$ cat config.mk
export PLATFORM = sky130hd
export DESIGN_NAME = frequency_meter
export DESIGN_NICKNAME = d
export VERILOG_FILES = /design/src/rtl/freq_meter_pkg.sv /design/src/rtl/edge_sync.sv /design/src/rtl/frequency_meter.sv
export SDC_FILE = /design/constraint.sdc
export NUM_CORES = 1
export LEC_CHECK = 0
export ABC_AREA = 1
export CAP_MARGIN = 20
export CELL_PAD_IN_SITES_DETAIL_PLACEMENT = 1
export CELL_PAD_IN_SITES_GLOBAL_PLACEMENT = 1
export CORE_MARGIN = 5
export CORE_UTILIZATION = 30
export DETAILED_ROUTE_END_ITERATION = 12
export DONT_BUFFER_PORTS = 1
export PLACE_DENSITY_LB_ADDON = 0.12
export REMOVE_ABC_BUFFERS = 1
export SYNTH_ARGS = -nofsm -noshare
export SYNTH_HDL_FRONTEND = slang
export SYNTH_SLANG_ARGS = --single-unit
$ cat constraint.sdc
create_clock -name clk -period 2.06 [get_ports clk]
set_input_delay 0.309 -clock clk [delete_from_list [all_inputs] [get_ports clk]]
set_output_delay 0.309 -clock clk [all_outputs]
set_load 0.03 [all_outputs]
$ cat src/rtl/freq_meter_pkg.sv
// ============================================================================
//  Module   : freq_meter_pkg
//  Brief    : Shared FSM state type and default sizing for frequency_meter.
//  Revision : 1.0 - initial release
// ============================================================================
`default_nettype none

package freq_meter_pkg;

  // Default sizing: 1 s gate at 50 MHz, 18-bit edge count
  localparam int unsigned c_gate_cycles_dflt = 50_000_000;
  localparam int unsigned c_gate_w_dflt      = 26;
  localparam int unsigned c_cnt_w_dflt       = 18;

  // Measurement FSM states
  typedef enum logic [1:0] {
    IDLE = 2'd0,
    GATE = 2'd1,
    DONE = 2'd2
  } fm_state_t;

endpackage : freq_meter_pkg

`default_nettype wire

$ cat src/rtl/edge_sync.sv
// ============================================================================
//  Module   : edge_sync
//  Brief    : 2-FF synchronizer for an asynchronous input followed by a
//             registered rising-edge detector (one-cycle pulse on edge_p).
//             Latency is 3 clk edges from an input rise to edge_p.
//  Revision : 1.0 - initial release
// ============================================================================
`default_nettype none

module edge_sync (
  input  logic clk,
  input  logic rstn,
  input  logic sig_in,
  output logic edge_p
);

  logic r_sync1;
  logic r_sync2;
  logic r_prev;
  logic r_edge;

  // Synchronize sig_in, remember the previous synchronized level, register the rise
  always_ff @(posedge clk or negedge rstn) begin
    if (!rstn) begin
      r_sync1 <= 1'b0;
      r_sync2 <= 1'b0;
      r_prev  <= 1'b0;
      r_edge  <= 1'b0;
    end else begin
      r_sync1 <= sig_in;
      r_sync2 <= r_sync1;
      r_prev  <= r_sync2;
      r_edge  <= r_sync2 & ~r_prev;
    end
  end

  assign edge_p = r_edge;

endmodule : edge_sync

`default_nettype wire

$ cat src/rtl/frequency_meter.sv
// ============================================================================
//  Module   : frequency_meter
//  Brief    : Counts rising edges of an asynchronous square wave over a gate
//             window of GATE_CYCLES clk cycles and holds the latched result.
//             Optional build macro FREQ_METER_CONTINUOUS_EN: back-to-back
//             measurements starting automatically after reset.
//  Revision : 1.0 - initial release
// ============================================================================
`default_nettype none

module frequency_meter
  import freq_meter_pkg::*;
#(
  parameter int unsigned GATE_CYCLES = c_gate_cycles_dflt,
  parameter int unsigned GATE_W      = c_gate_w_dflt,
  parameter int unsigned CNT_W       = c_cnt_w_dflt
) (
  input  logic             clk,
  input  logic             rstn,
  input  logic             sig_in,
  input  logic             start,
  output logic             busy,
  output logic             valid,
  output logic [CNT_W-1:0] count,
  output logic             overflow
);

  localparam logic [GATE_W-1:0] c_gate_last = GATE_W'(GATE_CYCLES - 1);

  fm_state_t         r_state;
  fm_state_t         w_state_next;
  logic [GATE_W-1:0] r_gate_cnt;
  logic [CNT_W-1:0]  r_edge_cnt;
  logic [CNT_W-1:0]  w_edge_cnt_inc;
  logic              r_ovf;
  logic              w_ovf_inc;
  logic              w_edge_p;
  logic              w_last_gate;
  logic              w_at_max;
  logic [CNT_W-1:0]  r_count;
  logic              r_overflow;

`ifdef FREQ_METER_CONTINUOUS_EN
  // start has no function when measurements free-run
  logic w_unused_start;
  assign w_unused_start = start;
`endif

  edge_sync u_edge_sync (
    .clk    (clk),
    .rstn   (rstn),
    .sig_in (sig_in),
    .edge_p (w_edge_p)
  );

  assign w_last_gate    = (r_gate_cnt == c_gate_last);
  assign w_at_max       = &r_edge_cnt;
  // Saturating increment; an edge arriving at all-ones marks overflow instead
  assign w_edge_cnt_inc = (w_edge_p && !w_at_max) ? r_edge_cnt + CNT_W'(1) : r_edge_cnt;
  assign w_ovf_inc      = r_ovf | (w_edge_p & w_at_max);

  // State register
  always_ff @(posedge clk or negedge rstn) begin
    if (!rstn) begin
      r_state <= IDLE;
    end else begin
      r_state <= w_state_next;
    end
  end

  // Next-state and status decode
  always_comb begin
    w_state_next = r_state;
    busy         = 1'b0;
    valid        = 1'b0;
    case (r_state)
      IDLE: begin
`ifdef FREQ_METER_CONTINUOUS_EN
        w_state_next = GATE;
`else
        if (start) begin
          w_state_next = GATE;
        end
`endif
      end
      GATE: begin
        busy = 1'b1;
        if (w_last_gate) begin
          w_state_next = DONE;
        end
      end
      DONE: begin
        busy  = 1'b1;
        valid = 1'b1;
`ifdef FREQ_METER_CONTINUOUS_EN
        w_state_next = GATE;
`else
        w_state_next = IDLE;
`endif
      end
      default: begin
        w_state_next = IDLE;
      end
    endcase
  end

  // Gate and edge counters run only in GATE; every other state clears them
  always_ff @(posedge clk or negedge rstn) begin
    if (!rstn) begin
      r_gate_cnt <= '0;
      r_edge_cnt <= '0;
      r_ovf      <= 1'b0;
    end else if (r_state == GATE) begin
      r_gate_cnt <= r_gate_cnt + GATE_W'(1);
      r_edge_cnt <= w_edge_cnt_inc;
      r_ovf      <= w_ovf_inc;
    end else begin
      r_gate_cnt <= '0;
      r_edge_cnt <= '0;
      r_ovf      <= 1'b0;
    end
  end

  // Result capture on the edge entering DONE so the new value is visible
  // together with valid; it includes an edge seen on the last GATE cycle
  always_ff @(posedge clk or negedge rstn) begin
    if (!rstn) begin
      r_count    <= '0;
      r_overflow <= 1'b0;
    end else if ((r_state == GATE) && w_last_gate) begin
      r_count    <= w_edge_cnt_inc;
      r_overflow <= w_ovf_inc;
    end
  end

  assign count    = r_count;
  assign overflow = r_overflow;

endmodule : frequency_meter

`default_nettype wire

# Word-level counts from Yosys, hierarchy flattened
# Index checks and enable logic that the tools add are counted.
[word_totals]
reg_bits = 70
inputBits = 4
output_inout_bits = 21
elab_cells = 37
[classes]
add_sub_neg = 2
n_eq_ne = 5
n_mux = 9
bitwise = 4
reduce_logical = 7
[ops]
columns = ["operator", "count"]
rows = [
  ["two-way mux 18 bit", 2],
  ["adder 26 x 1 -> 26 bit (second input constant)", 1],
  ["equality test 26 bit (second input constant)", 1],
  ["two-way mux 26 bit", 1],
  ["adder 18 x 1 -> 18 bit (second input constant)", 1],
  ["AND reduction 18 bit", 1],
  ["two-way mux 2 bit", 2],
  ["!= test 2 bit (second input constant)", 2],
  ["one-hot mux 2 bit (2 select lines)", 1],
  ["two-way mux 1 bit", 3],
  ["AND 1 bit", 2],
  ["equality test 2 x 1 -> 1 bit (second input constant)", 1],
  ["equality test 2 bit (second input constant)", 1],
  ["logical AND 1 bit", 2],
  ["zero test 2 bit", 1],
  ["AND reduction 2 bit", 1],
  ["OR reduction 2 bit", 1],
  ["zero test 1 bit", 1],
  ["inverter 1 bit", 1],
  ["bitwise OR 1 bit", 1],
]

# Longest topological paths before layout
# Gate-level depths: netlist of run 1.
[logic_depth]
depth_word = 5
ltp_mapped = 11
depth_no_buf = 11

# By module
# From an unflattened synthesis of run 1, not the netlist that was laid out.
[hier_totals]
cells_unflattened = 533
area_unflattened_um2 = 3796.1
[modules_own_cells]
columns = ["mod", "instances", "cells_per_inst", "area_per_inst_um2", "seq_area_each_um2"]
rows = [
  ["frequency_meter", 1, 527, 3686.0, 1651.6],
  ["edge_sync", 1, 6, 110.1, 100.1],
]

# Least setup slack after synthesis of run 1
# No wires, ideal clock.
[synth_timing]
path_type = "register -> register"
start = "reg r_edge_cnt[0]"
end = "reg r_count[13] (netlist: count[13])"
setup_time_ns = 0.117
arrival_time_ns = 1.469
required_ns = 1.943
path_slack_ns = 0.473
stages_incl_launch_ff = 12
n_path_buf = 1
period_less_slack_ns = 1.587
cell_sequence = "dfrtp_1 ha_1 inv_1 nor2_4 nand2_2 nor2_2 nand3_2 buf_6 nand2_1 nand2_1 nand3_1 nand2_1"
[synth_via]
elab_chain_cells = 4
word_cells_on_any_way = 5
cone_classes = "1 x add/sub; 1 x mux; 3 x reduce/logical"
[synth_lines]
columns = ["item", "line_no", "rtl"]
rows = [
  ["start, declared", "frequency_meter.sv:33", "logic [CNT_W-1:0] r_edge_cnt;"],
  ["start signal, assigned", "frequency_meter.sv:115", "r_edge_cnt <= w_edge_cnt_inc;"],
  ["parallel branches: the longest is 3 deep, another holds adder 18 x 1 -> 18 bit", "--", ""],
  ["two-way mux 18 bit (*)", "frequency_meter.sv:59", "assign w_edge_cnt_inc = (w_edge_p && !w_at_max) ? r_edge_cnt + CNT_W'(1) : r_edge_cnt;"],
  ["end signal, assigned", "frequency_meter.sv:131", "r_count <= w_edge_cnt_inc;"],
  ["end, declared", "frequency_meter.sv:40", "logic [CNT_W-1:0] r_count;"],
]
# Mark *: on every way between the ends.
# A chain may end at the register's enable or synchronous reset.

# Worst setup path in the final report of run 1
[layout_timing]
start = "reg r_edge_cnt[0]"
end = "reg r_count[5] (netlist: count[5])"
# The elaborated chain is that of the path after synthesis.

==> impl_metrics.ini, run 1 <==
[place]
dpl.hpwl_um = 7340
port_buffers = 0
place_inst = 697
gp_congestion = 0.767

[global_routing]
grt_pass1_vias = 3512
grt_pass1_wl_um = 17200
grtUsageTotal_pct = 14.7
grt_max_degree = 71
grt_overflow_total = 0
antenna_found_initial = 0

[floorplanning]
fp.dieH_um = 123
dieWidth_um = 123
num_io_pins = 25
rows = 41
dieArea_sq_um = 15100
start_util_pct = 30.4
core_sq_um = 12600

[logic_synthesis]
ys_top_cells_by_area = dfrtp_1, nand2_1, nor2_1
synthMostInstantiatedCell = nand2_1
synth_ff_type = dfrtp_1
ys_types = 32
synthTopCellsByCount = nand2_1, nor2_1, dfrtp_1
syn_area_sq_um = 3820
synth_top_area_share_pct = 45.9
synth-warning-count = 0
netlist.top_cell.by_area = dfrtp_1
synth_cells = 527
synth.ff_latch_count = 70
yosysSeqAreaShare_pct = 45.9
async_flop_share_pct = 100
synth-edff-count = 0
postSynthAreaPerCell_sq_um = 7.24

[power_and_ir_drop]
ir_drop_v = 0.000307
p_per_area_nw_per_um2 = 792
p_leak_uw = 0.00206
power_uw = 3480

[clock_tree]
cts.clk_slew.worst_paths_ns = 0.06
cts_buffers = 9
clk_latency_ns = 0.33
cts_tree = done
cts.sinks = 70
postCtsSetupRepairBufs = 0
h-tree-depth = 3
clockBufferDepth = 2
cts-root-buf = clkbuf_16

[route]
first_pass_iters = 4
routed_wl_um = 10100
vias_per_cell = 4.65
drtIter0Drc = 111
vias = 3327
wl_per_cell_um = 14.1
ant_nets = 0
drc = 0

[timing]
rsz0062_at_grt = no
finalHoldViolations = 0
fmax_mhz = 550
worst_pin_slew_ns = 0.399
maxSlewHeadroom_pct = 73.3
min_period_ns = 1.82
worst_clock_skew_ns = 0.00860
fin_crit_sh_pct = 88.3
final_max_slew_viol_count = 0
setup_violations = 0

[worst_hold_path]
worst_hold_path_type = input port to flop
hold_depth = 2
hold_start = start
min_to = r_state[0]

[run_status]
outcome = finished, final reports clean

[final_layout]
final_layout_size_suffix_gt1_share_pct = 8.82
antennaDiodeCount = 0
nets = 548
fill_cells = 1588
area_delta_synth_final_pct = 15.0
stdcell_count = 716

[critical_path]
crit_fanout = 9
r2r-start = r_edge_cnt[0]
ff2ff_setup_slack_ns = 0.24
startpoint_type = flop
cp_data_arrival_time_ns = 2.09
r2r_cells = 11
required_ns = 2.33
worstSetupPathType = flop to flop
end_kind = flop
reg2reg_to = count[5]
cp-startpoint = r_edge_cnt[0]

[job]
max_cap_violations = 0
final cells by class:
cell class              instances  area [sq um]  area share [%]
flip-flops and latches         70          1750            39.9
well taps                     172           215            4.90
multi-input cells             388          1790            40.8
clock buffers                  13           260            5.93
repair buffers                 11           108            2.45
inverters                      59           221            5.04
clock inverters                 3          42.5           0.969
worst max path at each step:
stage	end	slack (ns)
3_5_place_dp	r_edge_cnt[13]	0.13
2_1_floorplan	count[10]	-0.21
6_report	count[5]	0.24
3_3_place_gp	count[10]	0.23
5_1_grt	count[3]	0.004
4_1_cts	count[13]	0.12
metal layers:
layer | GRT usage (%) | wire length [um] | part of all wire (%) | up-vias
met5 | 0 | 0 | 0 | -
met4 | 5.04 | 154 | 1.5 | 0
met2 | 26.3 | 5190 | 51 | 23
met1 | 17.4 | 4480 | 44 | 1624
met3 | 2.95 | 261 | 2.6 | 11
li1 | - | - | - | 1669
cell families after synthesis:
logic type / share of synthesized area [%]
buffers and inverters: 7.34
DFF: 45.9
and+or+nand+nor: 39.5
AOI/OAI and AO/OA: 4.46
xor gates and xnor gates: 1.15
adders and majority gates: 1.64
stage by stage:
step | area (sq um) | setup TNS [ns] | hold slack (ns) | setup slack [ns] | utilization [%]
after CTS | 4380 | 0 | 0.149 | 0.118 | 34.9
after detailed placement | 4030 | 0 | 0.0159 | 0.134 | 32.1
after global routing | 4390 | 0 | 0.154 | 0.00427 | 34.9
after global placement | 4030 | 0 | 0.0154 | 0.227 | 32.1
after floorplan | 3760 | -4.03 | 0.0134 | -0.213 | -
final | 4390 | 0 | 0.158 | 0.241 | 34.9
registers in the layout, indices dropped and copies added, names as in the netlist, 2 cells and up:
signal	count
count	18
r_edge_cnt	18
r_gate_cnt	26
r_state	2
power by group:
group / switching [uW] / internal, uW / total, uW
logic: 310 / 109 / 419
registers: 38.5 / 1420 / 1460
clock network: 599 / 1000 / 1600
total: 947 / 2530 / 3480
cells in the final DEF, fill, tap and decap left out, types with 6 or more instances in the layout:
| cell | synthesis | final |
|---|---|---|
| nand3_2 | 8 | 7 |
| buf_4 | 1 | 8 |
| nor2_1 | 79 | 79 |
| clkbuf_16 | 0 | 9 |
| nor3_1 | 10 | 10 |
| o21ai_0 | 9 | 9 |
| a21oi_1 | 13 | 13 |
| inv_1 | 55 | 55 |
| nand3b_1 | 6 | 6 |
| dfrtp_1 | 70 | 70 |
| nand2_1 | 187 | 187 |
| nand3_1 | 39 | 39 |
worst max-delay path: stages, from the launching register on:
cell and delay, ns:
dfrtp_1 0.41, ha_1 0.26, inv_1 0.10, nor2_4 0.16, nand2_2 0.09, inv_1 0.06, nand3_1 0.14, nand2_2 0.22
nand2_1 0.10, nand2_1 0.09, nand2_1 0.05, nand2_1 0.06
what timing repair did:
action | in CTS | in global routing
hold buffers | 3 | 0
hold endpoints to repair | 71 | 0
resized for setup | 0 | 1
endpoints found under the setup margin | 0 | 14
Power figures use the tool's default switching activity.
==> run 2: changes to the inputs <==
==> constraint.sdc (replaced) <==
create_clock -name clk -period 2.06 [get_ports clk]
set_input_delay 0.309 -clock clk [delete_from_list [all_inputs] [get_ports clk]]
set_output_delay 0.309 -clock clk [all_outputs]
set_load 0.1 [all_outputs]
==> run 2 against run 1 <==
Power increased by 0.67%. Setup slack got worse by 0.053 ns. Critical path depth unchanged. Largest power group unchanged. First-iteration DRC count increased by 0.90%. Combinational power increased by 15%. Via count increased by 3.5%. Count of clock-buffer cells in the layout decreased by 2. Register-to-register slack got worse by 0.05 ns. Largest cell class unchanged. Highest routed layer unchanged. Clock power decreased by 3%. Routed wire length increased by 2.5%.
==> impl_metrics.ini, run 2 (synthesized netlist as in run 1, its figures left out) <==
[critical_path]
cp_data_arrival_time_ns = 2.14
required_ns = 2.33
ff2ff_setup_slack_ns = 0.19
startpoint_type = flop
end_kind = flop
crit_fanout = 9
worstSetupPathType = flop to flop

[worst_hold_path]
worst_hold_path_type = input port to flop

[global_routing]
grt_max_degree = 71
grt_overflow_total = 0
grt_pass1_wl_um = 17800
grt_pass1_vias = 3644
antenna_found_initial = 0
grtUsageTotal_pct = 15.3

[clock_tree]
cts-root-buf = clkbuf_16
postCtsSetupRepairBufs = 0
clockBufferDepth = 2
cts_buffers = 9
cts_tree = done
h-tree-depth = 3
cts.clk_slew.worst_paths_ns = 0.06
cts.sinks = 70
clk_latency_ns = 0.34

[final_layout]
fill_cells = 1581
largest_reg_flops = 26
nets = 569
register_area_sq_um = 1750
stdcell_count = 736
final_layout_size_suffix_gt1_share_pct = 12.2
final_cell_mix = nand2_1, nor2_1, dfrtp_1
antennaDiodeCount = 0
area_delta_synth_final_pct = 18.9
final_common_cell = nand2_1
regMostFlops = r_gate_cnt
final_util_pct = 36.1
fin_area_sq_um = 4540
multi_input_area_sq_um = 1790

[route]
vias = 3445
ant_nets = 0
drtIter0Drc = 112
vias_per_cell = 4.68
wl_per_cell_um = 14.1
drc = 0
routed_wl_um = 10300
first_pass_iters = 4

[timing]
rsz0062_at_grt = yes
worst_clock_skew_ns = 0.00587
final_max_slew_viol_count = 0
min_period_ns = 1.87
maxSlewHeadroom_pct = 70.4
fmax_mhz = 534
worst_pin_slew_ns = 0.442
setup_violations = 0
finalHoldViolations = 0
fin_crit_sh_pct = 90.8

[floorplanning]
dieWidth_um = 123
core_sq_um = 12600
fp.dieH_um = 123
start_util_pct = 30.4
dieArea_sq_um = 15100
rows = 41
num_io_pins = 25

[place]
place_inst = 718
port_buffers = 0
dpl.hpwl_um = 7410
gp_congestion = 0.767
dpl_cell_area_sq_um = 4190

[job]
max_cap_violations = 0

[power_and_ir_drop]
p_per_area_nw_per_um2 = 772
ir_drop_v = 0.000295
p_leak_uw = 0.00217

[run_status]
outcome = finished, final reports clean
run 2: layer usage:
metal / up-vias / wire length, um / track usage (%)
met5: - / 0 / 0
met4: 0 / 209 / 6.58
met3: 12 / 265 / 2.76
met2: 28 / 5270 / 27.2
met1: 1688 / 4600 / 17.9
li1: 1717 / - / -
run 2: through the flow:
step | setup TNS, ns | total power (uW) | setup WS [ns] | hold slack (ns)
after floorplan | -4.26 | 1780 | -0.224 | 0.0134
after global placement | 0 | 1920 | 0.231 | 0.0158
after detailed placement | 0 | 1940 | 0.116 | 0.0160
after CTS | 0 | 3580 | 0.108 | 0.124
after global routing | -0.00428 | 3680 | -0.00428 | 0.143
final | 0 | 3500 | 0.189 | 0.137
run 2: final timing paths:
kind | from | to | depth (start not counted)
min in group asynchronous | rstn | count[6] | 2
worst max register to register | r_edge_cnt[0] | count[3] | 11
max in group asynchronous | rstn | r_gate_cnt[19] | 2
worst max-delay path | r_edge_cnt[0] | count[3] | 11
worst min-delay path | start | r_state[0] | 2
worst min register to register | u_edge_sync.r_sync1 | u_edge_sync.r_sync2 | 0
run 2: power by group:
part,leakage [uW],switching [uW],internal [uW]
clock network,0.000141,603,960
registers,0.000966,38.9,1420
logic,0.00106,364,117
total,0.00217,1010,2490
run 2: timing repair:
action                                 CTS  global route
setup endpoints to repair                0            14
resized for setup                        0             1
endpoints found under the hold margin   71             0
hold buffers                             3             0
run 2: critical path, stage by stage (launching register included):
cell     delay (ns)
dfrtp_1        0.42
ha_1           0.27
inv_1          0.09
nor2_4         0.17
nand2_2        0.09
inv_1          0.06
nand3_1        0.15
nand2_2        0.23
nand2_1        0.12
nand2_1        0.08
nand2_1        0.05
nand2_1        0.07
run 2: cell type report:
cell class | count | share of cell area [%]
multi-input combinational | 388 | 39.5
sequential | 70 | 38.6
timing repair buffer | 32 | 5.85
clock buffer | 11 | 5.35
inverter | 59 | 4.88
tap | 172 | 4.74
clock inverter | 4 | 1.05
==> run 3: changes to the inputs <==
==> constraint.sdc (replaced) <==
create_clock -name clk -period 2.3 [get_ports clk]
set_input_delay 0.345 -clock clk [delete_from_list [all_inputs] [get_ports clk]]
set_output_delay 0.345 -clock clk [all_outputs]
set_load 0.1 [all_outputs]
==> run 3 against run 2 <==
Flip-flop and latch count did not move. Fmax decreased by 1.4%. Core utilization down 0.16 points. Power shrank 9.5%. Setup slack improved by 0.21 ns. Routed wire length up 0.35%. Sequential power fell by 11%. Clock skew down 0.0013 ns. Cell area is 0.44% lower. Hold slack lost 0.11 ns. Count of clock-buffer cells in the layout is 2 higher. Die area unchanged. Highest routed layer unchanged.
==> impl_metrics.ini, run 3 (synthesized netlist as in run 1, its figures left out) <==
[run_status]
outcome = finished, final reports clean

[final_layout]
regMostFlops = r_gate_cnt
register_area_sq_um = 1750
area_delta_synth_final_pct = 18.3
final_cell_mix = nand2_1, nor2_1, dfrtp_1
final_util_pct = 35.9
largest_reg_flops = 26
nets = 566
fill_cells = 1591
multi_input_area_sq_um = 1780
antennaDiodeCount = 0
final_layout_size_suffix_gt1_share_pct = 11.9
final_common_cell = nand2_1

[floorplanning]
dieArea_sq_um = 15100
fp.dieH_um = 123
core_sq_um = 12600
rows = 41
dieWidth_um = 123
num_io_pins = 25
start_util_pct = 30.4

[clock_tree]
postCtsSetupRepairBufs = 0
cts-root-buf = clkbuf_16
cts.clk_slew.worst_paths_ns = 0.06
clk_latency_ns = 0.34
cts_buffers = 9
clockBufferDepth = 2
h-tree-depth = 3
cts_tree = done
cts.sinks = 70

[critical_path]
r2r_cells = 10
end_kind = flop
startpoint_type = flop
reg2reg_to = count[14]
required_ns = 2.53
r2r-start = r_edge_cnt[0]
cp_data_arrival_time_ns = 2.13
crit_fanout = 14
ff2ff_setup_slack_ns = 0.40
worstSetupPathType = flop to flop

[route]
wl_per_cell_um = 14.1
drc = 0
drtIter0Drc = 107
first_pass_iters = 4
vias = 3361
routed_wl_um = 10400
vias_per_cell = 4.58
ant_nets = 0

[timing]
worst_clock_skew_ns = 0.00456
tns_ns = 0
setup_violations = 0
finalHoldViolations = 0
worst_pin_slew_ns = 0.891
fin_crit_sh_pct = 82.6
final_max_slew_viol_count = 0
layout_setup_ws_ns = 0.401
rsz0062_at_grt = no
fmax_mhz = 527
min_period_ns = 1.90
maxSlewHeadroom_pct = 40.6

[worst_hold_path]
hold_depth = 0
min_to = u_edge_sync.r_sync1
worst_hold_path_type = input port to flop
hold_start = sig_in

[global_routing]
grt_overflow_total = 0
grt_pass1_vias = 3515
antenna_found_initial = 0
grtUsageTotal_pct = 15.2
grt_max_degree = 71
grt_pass1_wl_um = 17600

[power_and_ir_drop]
p_switching_uw = 899
internal_power_uw = 2270
p_per_area_nw_per_um2 = 702
combPwrFrac_pct = 13.4
p_seq_share_pct = 41.2
power_uw = 3170
ir_drop_v = 0.000388
p_sw_share_pct = 28.4
p_leak_uw = 0.00216
clkPwrFrac_pct = 45.5

[place]
dpl.hpwl_um = 7390
pre_cts_ws_ns = 0.387
gp_congestion = 0.789
port_buffers = 0

[job]
max_cap_violations = 0
[run 3: changes by cell type in the layout (fill, tap and decap cells not counted)]
cell and delta:
nand3_4 -1, dlygate4sd3_1 -1, nand3_2 +1, clkinv_2 -1
clkbuf_1 +1, buf_4 -2, clkbuf_8 +1
[run 3: through the flow]
stage / instance area, sq um / hold slack, ns / cells
floorplan: 3760 / 0.0494 / 517
global placement: 4180 / 0.0519 / 716
detailed placement: 4180 / 0.0515 / 716
CTS: 4520 / 0.0120 / 734
global route: 4520 / 0.0153 / 734
finish: 4520 / 0.0289 / 734
[run 3: power groups by stage]
stage	combinational (uW)	sequential, uW	clock [uW]
after floorplan	270	1320	0
after CTS	442	1310	1500
final	424	1300	1440
after global placement	397	1330	0
after detailed placement	406	1330	0
after global routing	486	1310	1540
[run 3: layout make-up]
| class | count | share of cell area, % |
|---|---|---|
| timing repair buffer | 29 | 5.32 |
| multi-input combinational | 388 | 39.5 |
| sequential | 70 | 38.8 |
| clock buffer | 13 | 5.76 |
| tap | 172 | 4.77 |
| clock inverter | 3 | 0.942 |
| inverter | 59 | 4.90 |
[run 3: worst max-delay path, cell delays in order (launching register included)]
cell	delay, ns
dfrtp_1	0.41
ha_1	0.27
inv_1	0.10
nor2_4	0.16
nand2_2	0.09
nor2_2	0.09
nand3_2	0.30
nand2_1	0.15
nand2_1	0.08
nand3_1	0.07
nand2_1	0.06
[run 3: routing by layer]
metal | vias up | global-route usage, % | wire length (um)
met2 | 27 | 26.6 | 5240
met5 | - | 0 | 0
li1 | 1704 | - | -
met3 | 12 | 2.35 | 232
met1 | 1618 | 18.1 | 4680
met4 | 0 | 7.35 | 232
[run 3: how the worst max path moves through the flow]
stage                    endpoint  depth (start not counted)  slack (ns)          start
detailed placement  r_edge_cnt[9]                         10        0.39  r_edge_cnt[0]
global route             count[9]                         10        0.20  r_edge_cnt[0]
floorplan                count[0]                          7        0.02     r_state[1]
CTS                     count[14]                         10        0.38  r_edge_cnt[0]
global placement        count[10]                         10        0.47  r_edge_cnt[0]
finish                  count[14]                         10        0.40  r_edge_cnt[0]
[run 3: what timing repair did]
action,in CTS,in global routing
hold endpoints to repair,70,0
resized for setup,0,0
hold buffers,2,0
endpoints found under the setup margin,0,0
